File: config.mk
export PLATFORM = sky130hd
export DESIGN_NAME = keyboard_matrix_inject_flat
export DESIGN_NICKNAME = d
export VERILOG_FILES = /design/src/rtl/keyboard_matrix_inject_if.sv /design/src/rtl/keyboard_matrix_inject.sv /design/src/flat_wrapper.sv
export SDC_FILE = /design/constraint.sdc
export NUM_CORES = 1
export LEC_CHECK = 0
export BUFFER_PORTS_ARGS = -buffer_cell sky130_fd_sc_hd__buf_2
export CORE_ASPECT_RATIO = 0.75
export CORE_MARGIN = 3
export CORE_UTILIZATION = 40
export DETAILED_ROUTE_END_ITERATION = 12
export PLACE_DENSITY = 0.67
export SYNTH_ARGS = -nofsm -noshare
export SYNTH_HDL_FRONTEND = slang
export SYNTH_SLANG_ARGS = --single-unit
File: constraint.sdc
create_clock -name clk_sys -period 4.2 [get_ports clk_sys]
set_input_delay 0.21 -clock clk_sys [delete_from_list [all_inputs] [get_ports clk_sys]]
set_output_delay 0.21 -clock clk_sys [all_outputs]
set_load 0.05 [all_outputs]
File: src/rtl/keyboard_matrix_inject_if.sv
// Key-event and chord-injection bus for keyboard_matrix_inject.
// master = scancode translator / autotype source, slave = matrix block.
interface keyboard_matrix_inject_if #(
  parameter int ROWS = 8,
  parameter int COLS = 5
);
  localparam int RW = $clog2(ROWS);
  localparam int CW = $clog2(COLS);
  localparam int DW = 2*(RW+CW)+1;

  logic          ev_strobe;
  logic          ev_press;
  logic [RW-1:0] ev_row;
  logic [CW-1:0] ev_col;
  logic          all_up;
  logic          inj_valid;
  logic          inj_ready;
  logic [DW-1:0] inj_data;
  logic          inj_flush;

  modport master (
    output ev_strobe, ev_press, ev_row, ev_col, all_up,
    output inj_valid, inj_data, inj_flush,
    input  inj_ready
  );

  modport slave (
    input  ev_strobe, ev_press, ev_row, ev_col, all_up,
    input  inj_valid, inj_data, inj_flush,
    output inj_ready
  );
endinterface

File: src/rtl/keyboard_matrix_inject.sv
// Parametrised active-low key matrix with a live event path and a FIFO-fed
// autotype sequencer. key_data is read combinationally by the ULA.
module keyboard_matrix_inject #(
  parameter int ROWS   = 8,
  parameter int COLS   = 5,
  parameter int DEPTH  = 16,
  parameter int HOLD_W = 24,
  parameter int RW     = $clog2(ROWS),
  parameter int CW     = $clog2(COLS)
) (
  input  logic                    clk_sys,
  input  logic                    reset_n,
  keyboard_matrix_inject_if.slave bus,
  input  logic [HOLD_W-1:0]       hold_cycles,
  input  logic [HOLD_W-1:0]       gap_cycles,
  input  logic [ROWS-1:0]         addr_hi,
  output logic [COLS-1:0]         key_data,
  output logic                    inj_busy,
  output logic [$clog2(DEPTH):0]  inj_count
);
  localparam int DW = 2*(RW+CW)+1;
  localparam int AW = $clog2(DEPTH);
  localparam int NW = AW+1;
  localparam logic [NW-1:0] FULL = NW'(DEPTH);

  typedef enum logic [1:0] {S_IDLE, S_PRESS, S_REL} state_t;

  // Row/column bounds; only bite when ROWS/COLS are not powers of two.
  function automatic logic row_ok(input logic [RW-1:0] r);
    return {1'b0, r} < (RW+1)'(ROWS);
  endfunction
  function automatic logic col_ok(input logic [CW-1:0] c);
    return {1'b0, c} < (CW+1)'(COLS);
  endfunction

  logic [ROWS-1:0][COLS-1:0] live_q, inj_q, chord_mask;
  logic [DW-1:0]             fifo_q [DEPTH];
  logic [AW-1:0]             wr_ptr_q, rd_ptr_q;
  logic [NW-1:0]             cnt_q;
  logic [HOLD_W-1:0]         tmr_q;
  state_t                    state_q, state_d;
  logic                      pop, push, load_gap, tmr_last;

  logic [DW-1:0] head;
  logic [CW-1:0] h_col1, h_col2;
  logic [RW-1:0] h_row1, h_row2;
  logic          h_use2;

  assign head   = fifo_q[rd_ptr_q];
  assign h_col1 = head[CW-1:0];
  assign h_row1 = head[CW +: RW];
  assign h_col2 = head[RW+CW +: CW];
  assign h_row2 = head[RW+2*CW +: RW];
  assign h_use2 = head[DW-1];

  // Last timer cycle: a loaded value of 0 behaves like 1.
  assign tmr_last = (tmr_q[HOLD_W-1:1] == '0);

  assign bus.inj_ready = (cnt_q < FULL);
  // A pop frees a slot at the same edge, so a full FIFO still takes the
  // offered chord then; inj_ready stays tied to the registered count.
  assign push      = bus.inj_valid && (bus.inj_ready || pop) && !bus.inj_flush;
  assign inj_busy  = (state_q != S_IDLE) || (cnt_q != '0);
  assign inj_count = cnt_q;

  // Live matrix: all_up beats a same-cycle event; out-of-range events drop.
  always_ff @(posedge clk_sys or negedge reset_n) begin
    if (!reset_n)
      live_q <= '1;
    else if (bus.all_up)
      live_q <= '1;
    else if (bus.ev_strobe && row_ok(bus.ev_row) && col_ok(bus.ev_col))
      live_q[bus.ev_row][bus.ev_col] <= ~bus.ev_press;
  end

  // Chord storage; contents need no reset, pointers/count guard validity.
  always_ff @(posedge clk_sys) begin
    if (push) fifo_q[wr_ptr_q] <= bus.inj_data;
  end

  // FIFO pointers and occupancy; flush discards everything incl. a same-cycle push.
  always_ff @(posedge clk_sys or negedge reset_n) begin
    if (!reset_n) begin
      wr_ptr_q <= '0;
      rd_ptr_q <= '0;
      cnt_q    <= '0;
    end else if (bus.inj_flush) begin
      wr_ptr_q <= '0;
      rd_ptr_q <= '0;
      cnt_q    <= '0;
    end else begin
      if (push) wr_ptr_q <= wr_ptr_q + AW'(1);
      if (pop)  rd_ptr_q <= rd_ptr_q + AW'(1);
      cnt_q <= cnt_q + NW'(push) - NW'(pop);
    end
  end

  // Sequencer state register.
  always_ff @(posedge clk_sys or negedge reset_n) begin
    if (!reset_n)          state_q <= S_IDLE;
    else if (bus.inj_flush) state_q <= S_IDLE;
    else                   state_q <= state_d;
  end

  // Sequencer next state.
  always_comb begin
    state_d = state_q;
    case (state_q)
      S_IDLE:  if (cnt_q != '0) state_d = S_PRESS;
      S_PRESS: if (tmr_last)    state_d = S_REL;
      S_REL:   if (tmr_last)    state_d = S_IDLE;
      default:                  state_d = S_IDLE;
    endcase
  end

  // Sequencer outputs: pop the head from IDLE, switch to gap timing at end of PRESS.
  always_comb begin
    pop      = 1'b0;
    load_gap = 1'b0;
    case (state_q)
      S_IDLE:  pop      = (cnt_q != '0);
      S_PRESS: load_gap = tmr_last;
      default: ;
    endcase
  end

  // Decode the head chord into an active-low mask; bad coordinates drop per key.
  always_comb begin
    chord_mask = '1;
    if (row_ok(h_row1) && col_ok(h_col1))
      chord_mask[h_row1][h_col1] = 1'b0;
    if (h_use2 && row_ok(h_row2) && col_ok(h_col2))
      chord_mask[h_row2][h_col2] = 1'b0;
  end

  // Hold/gap timer; durations are sampled only when loaded.
  always_ff @(posedge clk_sys or negedge reset_n) begin
    if (!reset_n)            tmr_q <= '0;
    else if (bus.inj_flush)  tmr_q <= '0;
    else if (pop)            tmr_q <= hold_cycles;
    else if (load_gap)       tmr_q <= gap_cycles;
    else if (tmr_q != '0)    tmr_q <= tmr_q - HOLD_W'(1);
  end

  // Injected matrix: chord pressed from pop until the end of PRESS.
  always_ff @(posedge clk_sys or negedge reset_n) begin
    if (!reset_n)           inj_q <= '1;
    else if (bus.inj_flush) inj_q <= '1;
    else if (pop)           inj_q <= chord_mask;
    else if (load_gap)      inj_q <= '1;
  end

  // Port read: AND of every selected row, live and injected combined.
  always_comb begin
    key_data = '1;
    for (int r = 0; r < ROWS; r++)
      if (!addr_hi[r]) key_data = key_data & live_q[r] & inj_q[r];
  end
endmodule

File: src/flat_wrapper.sv
// flat-port wrapper written by rule: the top's interface ports become plain ports
module keyboard_matrix_inject_flat 
#(
  parameter int ROWS   = 8,
  parameter int COLS   = 5,
  parameter int DEPTH  = 16,
  parameter int HOLD_W = 24,
  parameter int RW     = $clog2(ROWS),
  parameter int CW     = $clog2(COLS)
)
  (clk_sys, reset_n, hold_cycles, gap_cycles, addr_hi, key_data, inj_busy, inj_count, bus_ev_strobe, bus_ev_press, bus_ev_row, bus_ev_col, bus_all_up, bus_inj_valid, bus_inj_data, bus_inj_flush, bus_inj_ready);
  keyboard_matrix_inject_if #(.ROWS(ROWS), .COLS(COLS)) bus_i ();
  input  logic clk_sys;
  input  logic reset_n;
  input  logic [HOLD_W-1:0] hold_cycles;
  input  logic [HOLD_W-1:0] gap_cycles;
  input  logic [ROWS-1:0] addr_hi;
  output logic [COLS-1:0] key_data;
  output logic inj_busy;
  output logic [$clog2(DEPTH):0] inj_count;
  input wire logic [$bits(bus_i.ev_strobe)-1:0] bus_ev_strobe;
  input wire logic [$bits(bus_i.ev_press)-1:0] bus_ev_press;
  input wire logic [$bits(bus_i.ev_row)-1:0] bus_ev_row;
  input wire logic [$bits(bus_i.ev_col)-1:0] bus_ev_col;
  input wire logic [$bits(bus_i.all_up)-1:0] bus_all_up;
  input wire logic [$bits(bus_i.inj_valid)-1:0] bus_inj_valid;
  input wire logic [$bits(bus_i.inj_data)-1:0] bus_inj_data;
  input wire logic [$bits(bus_i.inj_flush)-1:0] bus_inj_flush;
  output wire logic [$bits(bus_i.inj_ready)-1:0] bus_inj_ready;
  assign bus_i.ev_strobe = bus_ev_strobe;
  assign bus_i.ev_press = bus_ev_press;
  assign bus_i.ev_row = bus_ev_row;
  assign bus_i.ev_col = bus_ev_col;
  assign bus_i.all_up = bus_all_up;
  assign bus_i.inj_valid = bus_inj_valid;
  assign bus_i.inj_data = bus_inj_data;
  assign bus_i.inj_flush = bus_inj_flush;
  assign bus_inj_ready = bus_i.inj_ready;
  keyboard_matrix_inject #(.ROWS(ROWS), .COLS(COLS), .DEPTH(DEPTH), .HOLD_W(HOLD_W), .RW(RW), .CW(CW)) u_core (.clk_sys(clk_sys), .reset_n(reset_n), .bus(bus_i), .hold_cycles(hold_cycles), .gap_cycles(gap_cycles), .addr_hi(addr_hi), .key_data(key_data), .inj_busy(inj_busy), .inj_count(inj_count));
endmodule
==> flow_metrics.py <==
metrics = {
    "synthesis": {
        "ys_seq_area_share_pct": 62.75,
        "synth-edff-count": 208,
        "syn_nets": 1237,
        "syn-mean-instance-area_um2": 13.01,
        "synth.cell_area_mm2": 0.01486,
        "ys_async_sr_fraction_pct": 36.39,
        "synth_top_flop_cell": "edfxtp_1",
        "yosysWarnings": 0,
        "synthCells": 1142,
        "ys_types": 71,
        "ys_ff_latch": 327,
    },
    "cts": {
        "cts_setup_buffers": 0,
        "path_clk_slew_ps": 60,
        "cts_resized": 0,
        "clock-sinks": 327,
        "cts_max_level": 2,
        "clock_path_buffers": 3,
        "numCtsBuffers": 34,
        "cts_root_buf": "clkbuf_16",
        "insertion_delay_ps": 530,
        "cts_hold_buf": 24,
        "cts_tree": "built",
    },
    "setup_path": {
        "cp_top_family": "simple AND/OR/NAND/NOR gates",
        "cp_cell_sequence": "and2_1 -> a221oi_1 -> o21ai_0 -> nand2_1 -> or3b_1 -> o22ai_1 -> a21oi_1",
        "start_kind": "flip-flop",
        "rr_endpoint": "u_core.inj_q[10]$_DFFE_PN1P_",
        "rr_worst_depth": 7,
        "r2r-start": "u_core.rd_ptr_q[2]$_DFFE_PN0P_",
        "path_max_fanout": 25,
        "cp.arrival_ps": 4180,
        "path_depth": 7,
        "ff2ff_setup_slack_ps": 440,
        "cpMaxStageDelayCell": "and2_1",
        "worstSetupPathType": "flip-flop to flip-flop",
        "cp.required_ps": 4620,
        "max_stage_delay_ps": 990,
        "cp-end-kind": "flip-flop",
        "cp.buffers_inverters": 0,
    },
    "flow_run": {
        "drv_cap": 0,
    },
    "placed_design": {
        "port_buffers": 93,
        "gp_congestion": 0.8780,
        "hpwlAfterDp_um": 24480,
        "dpl-instance-area_mm2": 0.01584,
    },
    "finish": {
        "n_fill_cell": 3199,
        "final_cell_area_mm2": 0.01716,
        "syn_to_final_growth_pct": 15.52,
        "drive_above_1_share_pct": 24.80,
        "finalNetCount": 1353,
        "antenna_cells": 0,
        "layout_common_cells": "edfxtp_1, nor2_1, a21oi_1",
        "final_common_cell": "edfxtp_1",
        "fin_util_pct": 47.34,
    },
    "detailed_routing": {
        "ant_nets": 0,
        "drc_errors": 0,
        "wl_per_cell_um": 21.42,
        "vias": 10089,
        "dr.pass1.iters": 5,
        "wl_um": 38080,
        "drt_iter0_drc": 1069,
        "vias_per_cell": 5.674,
    },
    "timing": {
        "rsz0062_at_grt": "false",
        "holdWs_ps": 48.28,
        "skew_ps": 20.48,
        "finalHoldViolations": 0,
        "final-max-slew-violation-count": 0,
        "fmax_mhz": 266.0,
        "fin_setup_tns_ps": 0,
        "setup_viol_count_final": 0,
        "relSlewSlack_pct": 23.02,
        "tightest_slew_ps": 1155,
        "finalWorstPathRequiredPeriod_ps": 3759,
        "fin_crit_sh_pct": 89.50,
    },
    "power_and_ir_drop": {
        "fin_total_pwr_mw": 9.770,
        "ir_drop_mv": 0.3805,
        "p_per_area_mw_per_mm2": 569.2,
        "power.leakage_nw": 5.976,
    },
    "floorplanning": {
        "initial_core_util_pct": 40.98,
        "die_h_um": 172.9,
        "dieArea_mm2": 0.03952,
        "die_x_um": 228.5,
        "core_mm2": 0.03626,
        "pin_count": 94,
        "num_rows": 60,
    },
    "global_route": {
        "grt_pass1_wl_um": 58350,
        "grtUsageTotal_pct": 18.88,
        "grt_pass1_vias": 9716,
        "antenna_found_initial": 1,
        "grt_max_degree": 80,
        "grt-ovfl-total": 0,
    },
    "worst_hold_path": {
        "min_path_cells": 3,
        "min_to": "u_core.tmr_q[16]$_DFFE_PN0P_",
        "hp-class": "input pin to flip-flop",
        "hold_start": "gap_cycles[16]",
    },
    "outcome": {
        "outcome": "finished, final reports clean",
    },
}
## Yosys cell counts (5+ instances only)
library cell | instances | share of area (%)
nor2_1 | 143 | 3.6
dfrtp_1 | 39 | 6.6
a221oi_1 | 17 | 1.0
or4_1 | 13 | 0.66
xor2_1 | 7 | 0.41
a21o_1 | 6 | 0.30
nand2b_1 | 7 | 0.29
edfxtp_1 | 208 | 42
o21ai_0 | 24 | 0.81
a22oi_1 | 7 | 0.35
ha_1 | 12 | 1.0
dfstp_2 | 80 | 14
xnor2_1 | 21 | 1.2
o2bb2ai_1 | 12 | 0.71
a211o_1 | 41 | 2.4
buf_4 | 5 | 0.25
nor3b_1 | 7 | 0.35
a221oi_2 | 6 | 0.61
mux2i_1 | 47 | 3.2
nand2_1 | 76 | 1.9
nand3_1 | 9 | 0.30
a21oi_1 | 106 | 3.6
clkbuf_1 | 37 | 0.93
inv_1 | 16 | 0.40
nand4_1 | 11 | 0.46
buf_1 | 5 | 0.13
or3b_1 | 5 | 0.29
and3b_1 | 6 | 0.35
o22ai_1 | 24 | 1.0
nor3_1 | 16 | 0.54
buf_2 | 9 | 0.30
a211oi_1 | 13 | 0.66
mux4_2 | 28 | 4.2
or3_1 | 9 | 0.38
## sequential cells by signal (all words and copies together) (netlist names)
| register | count |
|---|---|
| u_core.rd_ptr_q | 4 |
| u_core.live_q | 40 |
| u_core.state_q | 2 |
| u_core.fifo_q | 208 |
| u_core.inj_q | 40 |
| u_core.tmr_q | 24 |
| u_core.wr_ptr_q | 4 |
| u_core.inj_count | 5 |
## worst max path at each step
stage / end / from
5_1_grt: u_core.inj_q[10]$_DFFE_PN1P_ / u_core.rd_ptr_q[2]$_DFFE_PN0P_
6_report: u_core.inj_q[10]$_DFFE_PN1P_ / u_core.rd_ptr_q[2]$_DFFE_PN0P_
3_5_place_dp: u_core.inj_q[10]$_DFFE_PN1P_ / u_core.rd_ptr_q[2]$_DFFE_PN0P_
2_1_floorplan: u_core.inj_count[4]$_DFF_PN0_ / u_core.inj_count[3]$_DFF_PN0_
4_1_cts: u_core.inj_q[10]$_DFFE_PN1P_ / u_core.rd_ptr_q[2]$_DFFE_PN0P_
3_3_place_gp: u_core.inj_q[10]$_DFFE_PN1P_ / u_core.rd_ptr_q[2]$_DFFE_PN0P_
## worst register-to-register path, cell delays in order (launching register included)
cell      delay (ps)
dfrtp_1          740
and2_1          1000
a221oi_1         310
o21ai_0          380
nand2_1          380
or3b_1           510
o22ai_1          230
a21oi_1          110
## cell families after synthesis
kind of cell,Yosys count,share of synthesized area (%)
AO/OA/AOI/OAI,281,12.93
XOR/XNOR,28,1.651
adder cells (fa/ha/maj),13,1.145
buffers and inverters,81,2.888
flip-flops,327,62.75
multiplexers,77,7.562
AND/OR/NAND/NOR,335,11.07
## metal layers
metal | wire [um] | share of wire [%] | track usage, %
met5 | 12 | 0.032 | 0
met4 | 544 | 1.4 | 3.891
met3 | 3693 | 9.7 | 4.694
met1 | 17940 | 47 | 29.55
met2 | 15890 | 42 | 26.48
## power by group
part | switching, mW | internal (mW)
Sequential | 0.260 | 3.64
Combinational | 1.76 | 1.13
Clock | 1.24 | 1.73
## metrics by stage
step                setup WS [ps]  std cells
floorplan                   761.2       1142
global placement            563.4       1694
detailed placement          580.1       1694
CTS                         559.3       1778
global route                248.0       1778
finish                      440.9       1778
## layout make-up
type | count | area (um2) | area share [%]
Timing Repair Buffer | 145 | 943.4 | 5.496
Clock inverter | 15 | 165.2 | 0.9622
Tap cell | 496 | 620.6 | 3.616
Clock buffer | 45 | 917.1 | 5.343
Sequential cell | 327 | 9328 | 54.34
Inverter | 16 | 60.06 | 0.3499
Multi-Input combinational cell | 734 | 5130 | 29.89
Note: power is estimated with default switching activity, not from simulation.
